[config.mk]
export PLATFORM = sky130hd
export DESIGN_NAME = rr_mux_arb_nw_flat
export DESIGN_NICKNAME = d
export VERILOG_FILES = /design/src/rtl/rr_mux_arb_nw_pkg.sv /design/src/rtl/rr_mux_arb_nw_if.sv /design/src/rtl/rr_mux_arb_nw_pick.sv /design/src/rtl/rr_mux_arb_nw.sv /design/src/flat_wrapper.sv
export SDC_FILE = /design/constraint.sdc
export NUM_CORES = 1
export LEC_CHECK = 0
export ABC_AREA = 0
export BUFFER_PORTS_ARGS = -buffer_cell sky130_fd_sc_hd__buf_2
export CORE_ASPECT_RATIO = 1.1
export CORE_UTILIZATION = 31
export CTS_CLUSTER_DIAMETER = 50
export DETAILED_ROUTE_END_ITERATION = 6
export HOLD_SLACK_MARGIN = 0.12
export PLACE_DENSITY = 0.6
export SLEW_MARGIN = 5
export SYNTH_ARGS = -nofsm -noshare
export SYNTH_HDL_FRONTEND = slang
export SYNTH_SLANG_ARGS = --single-unit
[constraint.sdc]
create_clock -name Clk -period 6.12 [get_ports Clk]
set_input_delay 0 -clock Clk [delete_from_list [all_inputs] [get_ports Clk]]
set_output_delay 0 -clock Clk [all_outputs]
set_load 0.01 [all_outputs]
[src/rtl/rr_mux_arb_nw_pkg.sv]
// Shared types and the round-robin search function for rr_mux_arb_nw.
// Optional build macro: RR_MUX_FIXED_PRI_EN (fixed lowest-index priority).
package mux_arb_pkg;

  localparam int N_MAX = 16;

  typedef logic [3:0] chan_idx_t;

  // First requester after ptr, wrapping at n (n need not be a power of two).
  function automatic chan_idx_t rr_pick(input logic [N_MAX-1:0] req,
                                        input chan_idx_t         ptr,
                                        input int                n);
    logic [4:0] s;
    chan_idx_t  idx;
    chan_idx_t  result;
    logic       found;
    result = '0;
    found  = 1'b0;
    for (int k = 1; k <= N_MAX; k++) begin
      s = {1'b0, ptr} + 5'(k);
      if (s >= 5'(n)) s = s - 5'(n);
      idx = s[3:0];
      if (k <= n && !found && req[idx]) begin
        result = idx;
        found  = 1'b1;
      end
    end
    return result;
  endfunction

endpackage

[src/rtl/rr_mux_arb_nw_if.sv]
// Channel-side and sink-side handshake bundle of rr_mux_arb_nw.
interface rr_mux_arb_nw_if #(
  parameter int N = 8,
  parameter int W = 16
);
  // Handshake: a word moves when valid and ready are both 1 at a rising edge.
  // in_ready is a one-hot grant (or zero) and never depends on in_ready itself;
  // out_valid stays high with stable out_data/out_sel until out_ready is seen.
  logic [N-1:0]         in_valid;
  logic [N*W-1:0]       in_data;
  logic [N-1:0]         in_ready;
  logic                 out_valid;
  logic                 out_ready;
  logic [W-1:0]         out_data;
  logic [$clog2(N)-1:0] out_sel;

  modport master (
    output in_valid, in_data, out_ready,
    input  in_ready, out_valid, out_data, out_sel
  );

  modport slave (
    input  in_valid, in_data, out_ready,
    output in_ready, out_valid, out_data, out_sel
  );
endinterface

[src/rtl/rr_mux_arb_nw_pick.sv]
// Combinational picker: grant index of the first request after ptr.
module rr_pick_nw
  import mux_arb_pkg::*;
#(
  parameter int N = 8
) (
  input  logic [N-1:0] req,
  input  chan_idx_t    ptr,
  output chan_idx_t    gnt_idx,
  output logic         gnt_any
);

  assign gnt_idx = rr_pick(N_MAX'(req), ptr, N);
  assign gnt_any = |req;

endmodule

[src/rtl/rr_mux_arb_nw.sv]
// N-channel W-bit round-robin arbitrated mux with one registered output stage.
// Define RR_MUX_FIXED_PRI_EN for fixed lowest-index-first priority.
module rr_mux_arb_nw
  import mux_arb_pkg::*;
#(
  parameter int N = 8,
  parameter int W = 16
) (
  input  logic         Clk,
  input  logic         Reset,
  rr_mux_arb_nw_if.slave bus
);

  localparam int SW = $clog2(N);

  chan_idx_t    ptr;
  chan_idx_t    gnt_idx;
  logic         gnt_any;
  logic         load;
  logic [W-1:0] sel_data;
  logic [N-1:0] ready;

  logic         out_valid_q;
  logic [W-1:0] out_data_q;
  logic [SW-1:0] out_sel_q;

  rr_pick_nw #(.N(N)) u_pick (
    .req     (bus.in_valid),
    .ptr     (ptr),
    .gnt_idx (gnt_idx),
    .gnt_any (gnt_any)
  );

  // Register is free when empty or being drained on this same edge.
  assign load = ~out_valid_q | bus.out_ready;

  always_comb begin
    sel_data = '0;
    ready    = '0;
    for (int i = 0; i < N; i++) begin
      if (gnt_idx == chan_idx_t'(i)) begin
        sel_data = bus.in_data[i*W +: W];
        ready[i] = load & ~Reset & gnt_any;
      end
    end
  end

  assign bus.in_ready  = ready;
  assign bus.out_valid = out_valid_q;
  assign bus.out_data  = out_data_q;
  assign bus.out_sel   = out_sel_q;

`ifdef RR_MUX_FIXED_PRI_EN
  // A pointer pinned at N-1 makes the search start at channel 0 every time.
  assign ptr = chan_idx_t'(N-1);

  always_ff @(posedge Clk) begin
    if (Reset) begin
      out_valid_q <= 1'b0;
      out_data_q  <= '0;
      out_sel_q   <= '0;
    end else if (load) begin
      if (gnt_any) begin
        out_valid_q <= 1'b1;
        out_data_q  <= sel_data;
        out_sel_q   <= gnt_idx[SW-1:0];
      end else begin
        out_valid_q <= 1'b0;
      end
    end
  end
`else
  always_ff @(posedge Clk) begin
    if (Reset) begin
      out_valid_q <= 1'b0;
      out_data_q  <= '0;
      out_sel_q   <= '0;
      ptr         <= chan_idx_t'(N-1);
    end else if (load) begin
      if (gnt_any) begin
        out_valid_q <= 1'b1;
        out_data_q  <= sel_data;
        out_sel_q   <= gnt_idx[SW-1:0];
        ptr         <= gnt_idx;
      end else begin
        out_valid_q <= 1'b0;
      end
    end
  end
`endif

endmodule

[src/flat_wrapper.sv]
// flat-port wrapper written by rule: the top's interface ports become plain ports
module rr_mux_arb_nw_flat import mux_arb_pkg::*;
#(
  parameter int N = 8,
  parameter int W = 16
)
  (Clk, Reset, bus_in_valid, bus_in_data, bus_out_ready, bus_in_ready, bus_out_valid, bus_out_data, bus_out_sel);
  rr_mux_arb_nw_if #(.N(N), .W(W)) bus_i ();
  input  logic Clk;
  input  logic Reset;
  input wire logic [$bits(bus_i.in_valid)-1:0] bus_in_valid;
  input wire logic [$bits(bus_i.in_data)-1:0] bus_in_data;
  input wire logic [$bits(bus_i.out_ready)-1:0] bus_out_ready;
  output wire logic [$bits(bus_i.in_ready)-1:0] bus_in_ready;
  output wire logic [$bits(bus_i.out_valid)-1:0] bus_out_valid;
  output wire logic [$bits(bus_i.out_data)-1:0] bus_out_data;
  output wire logic [$bits(bus_i.out_sel)-1:0] bus_out_sel;
  assign bus_i.in_valid = bus_in_valid;
  assign bus_i.in_data = bus_in_data;
  assign bus_i.out_ready = bus_out_ready;
  assign bus_in_ready = bus_i.in_ready;
  assign bus_out_valid = bus_i.out_valid;
  assign bus_out_data = bus_i.out_data;
  assign bus_out_sel = bus_i.out_sel;
  rr_mux_arb_nw #(.N(N), .W(W)) u_core (.Clk(Clk), .Reset(Reset), .bus(bus_i));
endmodule
# Word-level counts from Yosys, hierarchy flattened
# Index checks and enable logic that the tools add are counted.
# Widths: inputs -> output; s select.
dict set report totals {
  ff_bits 24
  latchBits 0
  ram_bits 0
  romBits 0
  inputBits 139
  mem_count 0
}
dict set report op_classes {
  n_addsub 16
  n_mul 0
  n_div 0
  magnitude_cmp 16
  n_eq_ne 7
  n_shift 0
  n_mux 56
  bitwise 5
  n_reduce_logical 17
}
# op count
set op_table {}
lappend op_table {{$mux 16} 8}
lappend op_table {{$mux 4} 16}
lappend op_table {{$ge 5x4->1 const B} 8}
lappend op_table {{$lt 4x5->1 const B} 8}
lappend op_table {{$bmux 1 s4} 8}
lappend op_table {{$sub 4x4->4 const B} 8}
lappend op_table {{$mux 1} 24}
lappend op_table {{$add 4x3->5 const B} 4}
lappend op_table {{$eq 4x3->1 const B} 4}
lappend op_table {{$add 4x2->5 const B} 2}
lappend op_table {{$eq 4x2->1 const B} 2}
lappend op_table {{$reduce_or 8->1} 1}
lappend op_table {{$logic_and 1x1->1} 7}
lappend op_table {{$logic_not 1->1} 7}
lappend op_table {{$add 4x1->5 const B} 1}
lappend op_table {{$add 4x4->5 const B} 1}
lappend op_table {{$eq 4x1->1 const B} 1}
lappend op_table {{$logic_not 4->1} 1}
lappend op_table {{$and 1x1->1} 2}
lappend op_table {{$not 1->1} 2}
lappend op_table {{$reduce_and 2->1} 1}
lappend op_table {{$or 1x1->1} 1}

# Depth between registers and ports, before layout
dict set report depth {
  depth_word 36
  depth_mapped 19
}

# Hierarchy
# A second synthesis with hierarchy kept.
dict set report hier_totals {
  hier_cells 342
  area_unflattened_um2 3025.4
}
# module instances cells_each area_per_inst_um2
set modules_own_cells {}
lappend modules_own_cells {rr_mux_arb_nw 1 203 1893.1}
lappend modules_own_cells {rr_pick_nw 1 139 1132.3}

# Worst setup path after synthesis
# No wires, ideal clock.
dict set report synth_path {
  path_kind {register to register}
  startpoint {reg u_core.ptr[0]}
  endpoint {reg u_core.out_data_q[10], in the netlist u_core.bus.out_data[10]}
  setup_time_ns 0.122
  t_arrival_ns 4.135
  required_time_ns 5.998
  slack_ns 1.864
  stages_incl_launch_ff 19
  n_path_buf 6
  synth_period_minus_slack_ns 4.256
  cell_sequence {dfxtp_1 > buf_2 > buf_2 > buf_2 > inv_1 > ha_1 > buf_6 > mux2i_1 > mux4_2 > a211oi_4 > a2111oi_0 > or3b_1 > a32oi_1 > buf_4 > buf_12 > mux2_2 > nand2_1 > o21ai_0 > a221o_1}
}
dict set report synth_via {
  elab_chain_cells 36
  elab_cells_between_ends 93
  classes_between {16 x add/sub; 8 x order compare; 7 x eq/ne; 47 x mux; 15 x reduce/logical}
}
# item line
set synth_lines {}
lappend synth_lines {{start, declared} rr_mux_arb_nw.sv:16} ;# chan_idx_t ptr;
lappend synth_lines {{start signal, assigned} rr_mux_arb_nw.sv:78} ;# ptr <= chan_idx_t'(N-1);
lappend synth_lines {{start signal, assigned} rr_mux_arb_nw.sv:84} ;# ptr <= gnt_idx;
lappend synth_lines {{$add 4x1->5} rr_mux_arb_nw_pkg.sv:20} ;# s = {1'b0, ptr} + 5'(k);
lappend synth_lines {{$sub 4x4->4 / $ge 5x4->1 (equally long branches)} rr_mux_arb_nw_pkg.sv:21} ;# if (s >= 5'(n)) s = s - 5'(n);
lappend synth_lines {{$mux 4} rr_mux_arb_nw_pkg.sv:21}
lappend synth_lines {{$bmux 1 s4} rr_mux_arb_nw_pkg.sv:23} ;# if (k <= n && !found && req[idx]) begin
lappend synth_lines {{$mux 1 (implied by the code)} rr_mux_arb_nw_pkg.sv:23}
lappend synth_lines {{$mux 1} rr_mux_arb_nw_pkg.sv:23}
lappend synth_lines {{$logic_not 1->1} rr_mux_arb_nw_pkg.sv:23}
lappend synth_lines {{$logic_and 1x1->1} rr_mux_arb_nw_pkg.sv:23}
lappend synth_lines {{[... 14 more ...]} --}
lappend synth_lines {{$logic_and 1x1->1} rr_mux_arb_nw_pkg.sv:23}
lappend synth_lines {{$mux 1} rr_mux_arb_nw_pkg.sv:23}
lappend synth_lines {{$logic_not 1->1} rr_mux_arb_nw_pkg.sv:23}
lappend synth_lines {{$logic_and 1x1->1} rr_mux_arb_nw_pkg.sv:23}
lappend synth_lines {{$mux 4 *} rr_mux_arb_nw_pkg.sv:23}
lappend synth_lines {{$logic_not 4->1} rr_mux_arb_nw.sv:41} ;# if (gnt_idx == chan_idx_t'(i)) begin
lappend synth_lines {{$mux 16 (7 in a row)} rr_mux_arb_nw.sv:41}
lappend synth_lines {{$mux 16 *} rr_mux_arb_nw.sv:41}
lappend synth_lines {{end signal, assigned} rr_mux_arb_nw.sv:82} ;# out_data_q <= sel_data;
lappend synth_lines {{end, declared} rr_mux_arb_nw.sv:24} ;# logic [W-1:0] out_data_q;
# Every way passes the cells marked *; elsewhere a longest branch is shown, timed or not. The select of a mux whose other input is x is not followed.
# A chain may end at the register's enable or synchronous reset.

# Worst setup path after layout
dict set report layout_path {
  startpoint {reg u_core.ptr[0]}
  endpoint {reg u_core.out_data_q[15], in the netlist u_core.bus.out_data[15]}
}
# Same word-level chain as after synthesis.

==> flow_summary.ini <==
[sta]
setup-violations-final = 0
skew_ns = 0.00347
fin_crit_ns = 5.29
timing.fmax_mhz = 189
tns_ns = 0
slew-limit-headroom_pct = 33.0
final_max_slew_viol_count = 0
tightest_slew_ns = 1.00
finalHoldViolations = 0
fin_ws_ns = 0.830
timing.final.crit_share_pct = 86.4
grt_setup_unrepaired = no
whs_ns = 0.162

[job]
drv_cap = 0

[place]
post-dp-hpwl_mm = 9.10
gp_congestion = 0.852
postPlaceCellArea_um2 = 3970
dp_slack_ns = 1.31
port_buffers = 166

[clock_network]
cts_buffers = 3
root_buffer = clkbuf_8
clkSinkCount = 24
htree_num_levels = 1
clockBufferDepth = 2
cts.reportedPaths.clkPinSlew_ns = 0.09
worstSkewPairLatency_ns = 0.27
cts_tree = yes

[drt]
antenna_left = 0
initialDrtViolationCount = 158
vias = 3626
wl_per_cell_um = 17.5
drc = 4
wirelength_mm = 11.5
viasPerCell = 5.52
first_pass_iters = 6

[floorplan]
core_area_um2 = 9840
fp.dieH_um = 107
io_pins = 167
initial_core_util_pct = 31.7
die_w_um = 97.7
die_area_um2 = 10500
rows = 38

[power]
leakagePower_uw = 0.00197
powerDensity_nw_per_um2 = 783
ir_worst_vdd_uv = 330

[yosys]
ys.flop_type = dfxtp_1
yosysWarnings = 0
synth_edf_count = 0
yosysSeqAreaShare_pct = 15.4
syn_nets = 537
synthArstFlopShare_pct = 0
syn_avg_cell_area_um2 = 8.07
synthesis.area_um2 = 3120
synth-seq-cells = 24
postSynthCellCount = 387
yosysUniqueCellTypes = 63

[layout]
syn_to_final_growth_pct = 31.3
drive_above_1_share_pct = 38.6
fin_util_pct = 41.7
design_area_um2 = 4100
fin_nets = 687

[global_routing]
grt_max_degree = 25
antenna_found_initial = 1
track_usage_pct = 21.7
overflow = 0
first_global_vias = 3592
grt_pass1_wl_mm = 18.3

[run_status]
outcome = finished, violations left
failed_checks = DRC

[setup_path]
crit_fanout = 24
critPathCaptureType = flop
crit_path_start_kind = flop
critical_path_class = reg -> reg
required_ns = 6.33
cp.arrival_ns = 5.50

[worst_hold_path]
hp-class = in -> reg
## timing repair
item,4_1_cts,5_1_grt
endpoints found under the hold margin,7,0
hold buffers,6,0
buffers inserted,0,0
resized for setup,0,0
## synthesized netlist by cell type (3+ instances only)
cell type | count | area [um2]
nand3_1 | 7 | 35.0
mux2_2 | 11 | 124
o21ai_0 | 15 | 75.1
and2_1 | 4 | 25.0
a211oi_1 | 8 | 60.1
ha_1 | 11 | 138
a221o_1 | 13 | 130
xnor2_1 | 6 | 52.6
a22oi_1 | 3 | 22.5
and3_1 | 5 | 31.3
nor2_1 | 33 | 124
buf_6 | 4 | 45.0
a21oi_1 | 18 | 90.1
nor4_1 | 13 | 81.3
buf_2 | 10 | 50.1
clkbuf_1 | 13 | 48.8
nand2_1 | 31 | 116
nand2b_1 | 6 | 37.5
inv_1 | 9 | 33.8
nor2b_1 | 7 | 43.8
nor3_1 | 16 | 80.1
o22ai_1 | 13 | 81.3
mux2i_1 | 43 | 430
mux2_1 | 3 | 33.8
mux4_2 | 7 | 158
a21o_1 | 5 | 37.5
dfxtp_1 | 24 | 480
nand4_1 | 4 | 25.0
## cell usage in the layout (no fill, tap or decap), types with 9 or more instances in the layout
master and count:
buf_2 166, mux2i_1 43, nor2_1 33, nand2_1 31
dfxtp_1 24, a21oi_1 18, nor3_1 16, o21ai_0 14
o22ai_1 13, nor4_1 13, a221o_1 13, mux2_2 11
ha_1 11, inv_1 9
## path summary, 6_finish.rpt
kind,slack (ns),to,start,depth (start not counted)
setup reg to reg,0.83,u_core.bus.out_data[15],u_core.ptr[0],15
setup / recovery,0.83,u_core.bus.out_data[15],u_core.ptr[0],15
hold reg to reg,0.46,u_core.bus.out_sel[1],u_core.bus.out_sel[1],2
hold / removal,0.16,u_core.bus.out_data[7],bus_in_data[23],4
## report_power, final
group          internal, uW  total, uW  switching (uW)
clock                  87.4        141            53.7
sequential              222        257            34.9
combinational          1170       2810            1640
## flip-flops by register name (all words and copies together), names as in the netlist
register	flops
u_core.bus.out_valid	1
u_core.bus.out_sel	3
u_core.bus.out_data	16
u_core.ptr	4
## cell families after synthesis
kind of cell	after synthesis	synth area share, %
compound gates	102	24.2
simple gates	135	21.9
flops	24	15.4
fa+ha+maj	11	4.41
mux	65	24.3
buf+inv	43	7.85
xor+xnor	7	1.96
## layer usage
layer / track usage [%] / part of all wire, % / up-vias
met4: 5.52 / 1.6 / 0
met3: 2.14 / 5.1 / 11
met2: 39.5 / 51 / 145
met5: 0 / 0 / -
li1: - / - / 1769
met1: 27.2 / 42 / 1701
## metrics by stage
| step | cells | total power [uW] |
|---|---|---|
| after floorplan | 387 | 2570 |
| after global placement | 646 | 3000 |
| after detailed placement | 646 | 3050 |
| after CTS | 656 | 3210 |
| after global routing | 657 | 3500 |
| final | 657 | 3210 |
## layout make-up
| type | count | area (um2) |
|---|---|---|
| Inverter | 9 | 33.8 |
| Sequential cell | 24 | 480 |
| Fill cell | 1044 | 5740 |
| Multi-Input combinational cell | 320 | 2420 |
| Clock inverter | 1 | 30.0 |
| Timing Repair Buffer | 179 | 943 |
| Antenna cell | 1 | 2.50 |
| Tap cell | 120 | 150 |
| Clock buffer | 3 | 41.3 |
## worst max-delay path, cell delays in order, from the launching register on
cell and delay [ns]:
dfxtp_1 0.45, buf_4 0.32, inv_1 0.14, ha_1 0.59, mux2i_1 0.18, mux4_2 0.55, a211oi_4 0.34, a2111oi_0 0.11
or3b_1 0.44, a32oi_4 0.22, buf_4 0.33, nand2_1 0.42, inv_1 0.24, a21oi_1 0.09, a211oi_1 0.23, dlygate4sd3_1 0.58
Note: power is estimated with default switching activity, not from simulation.
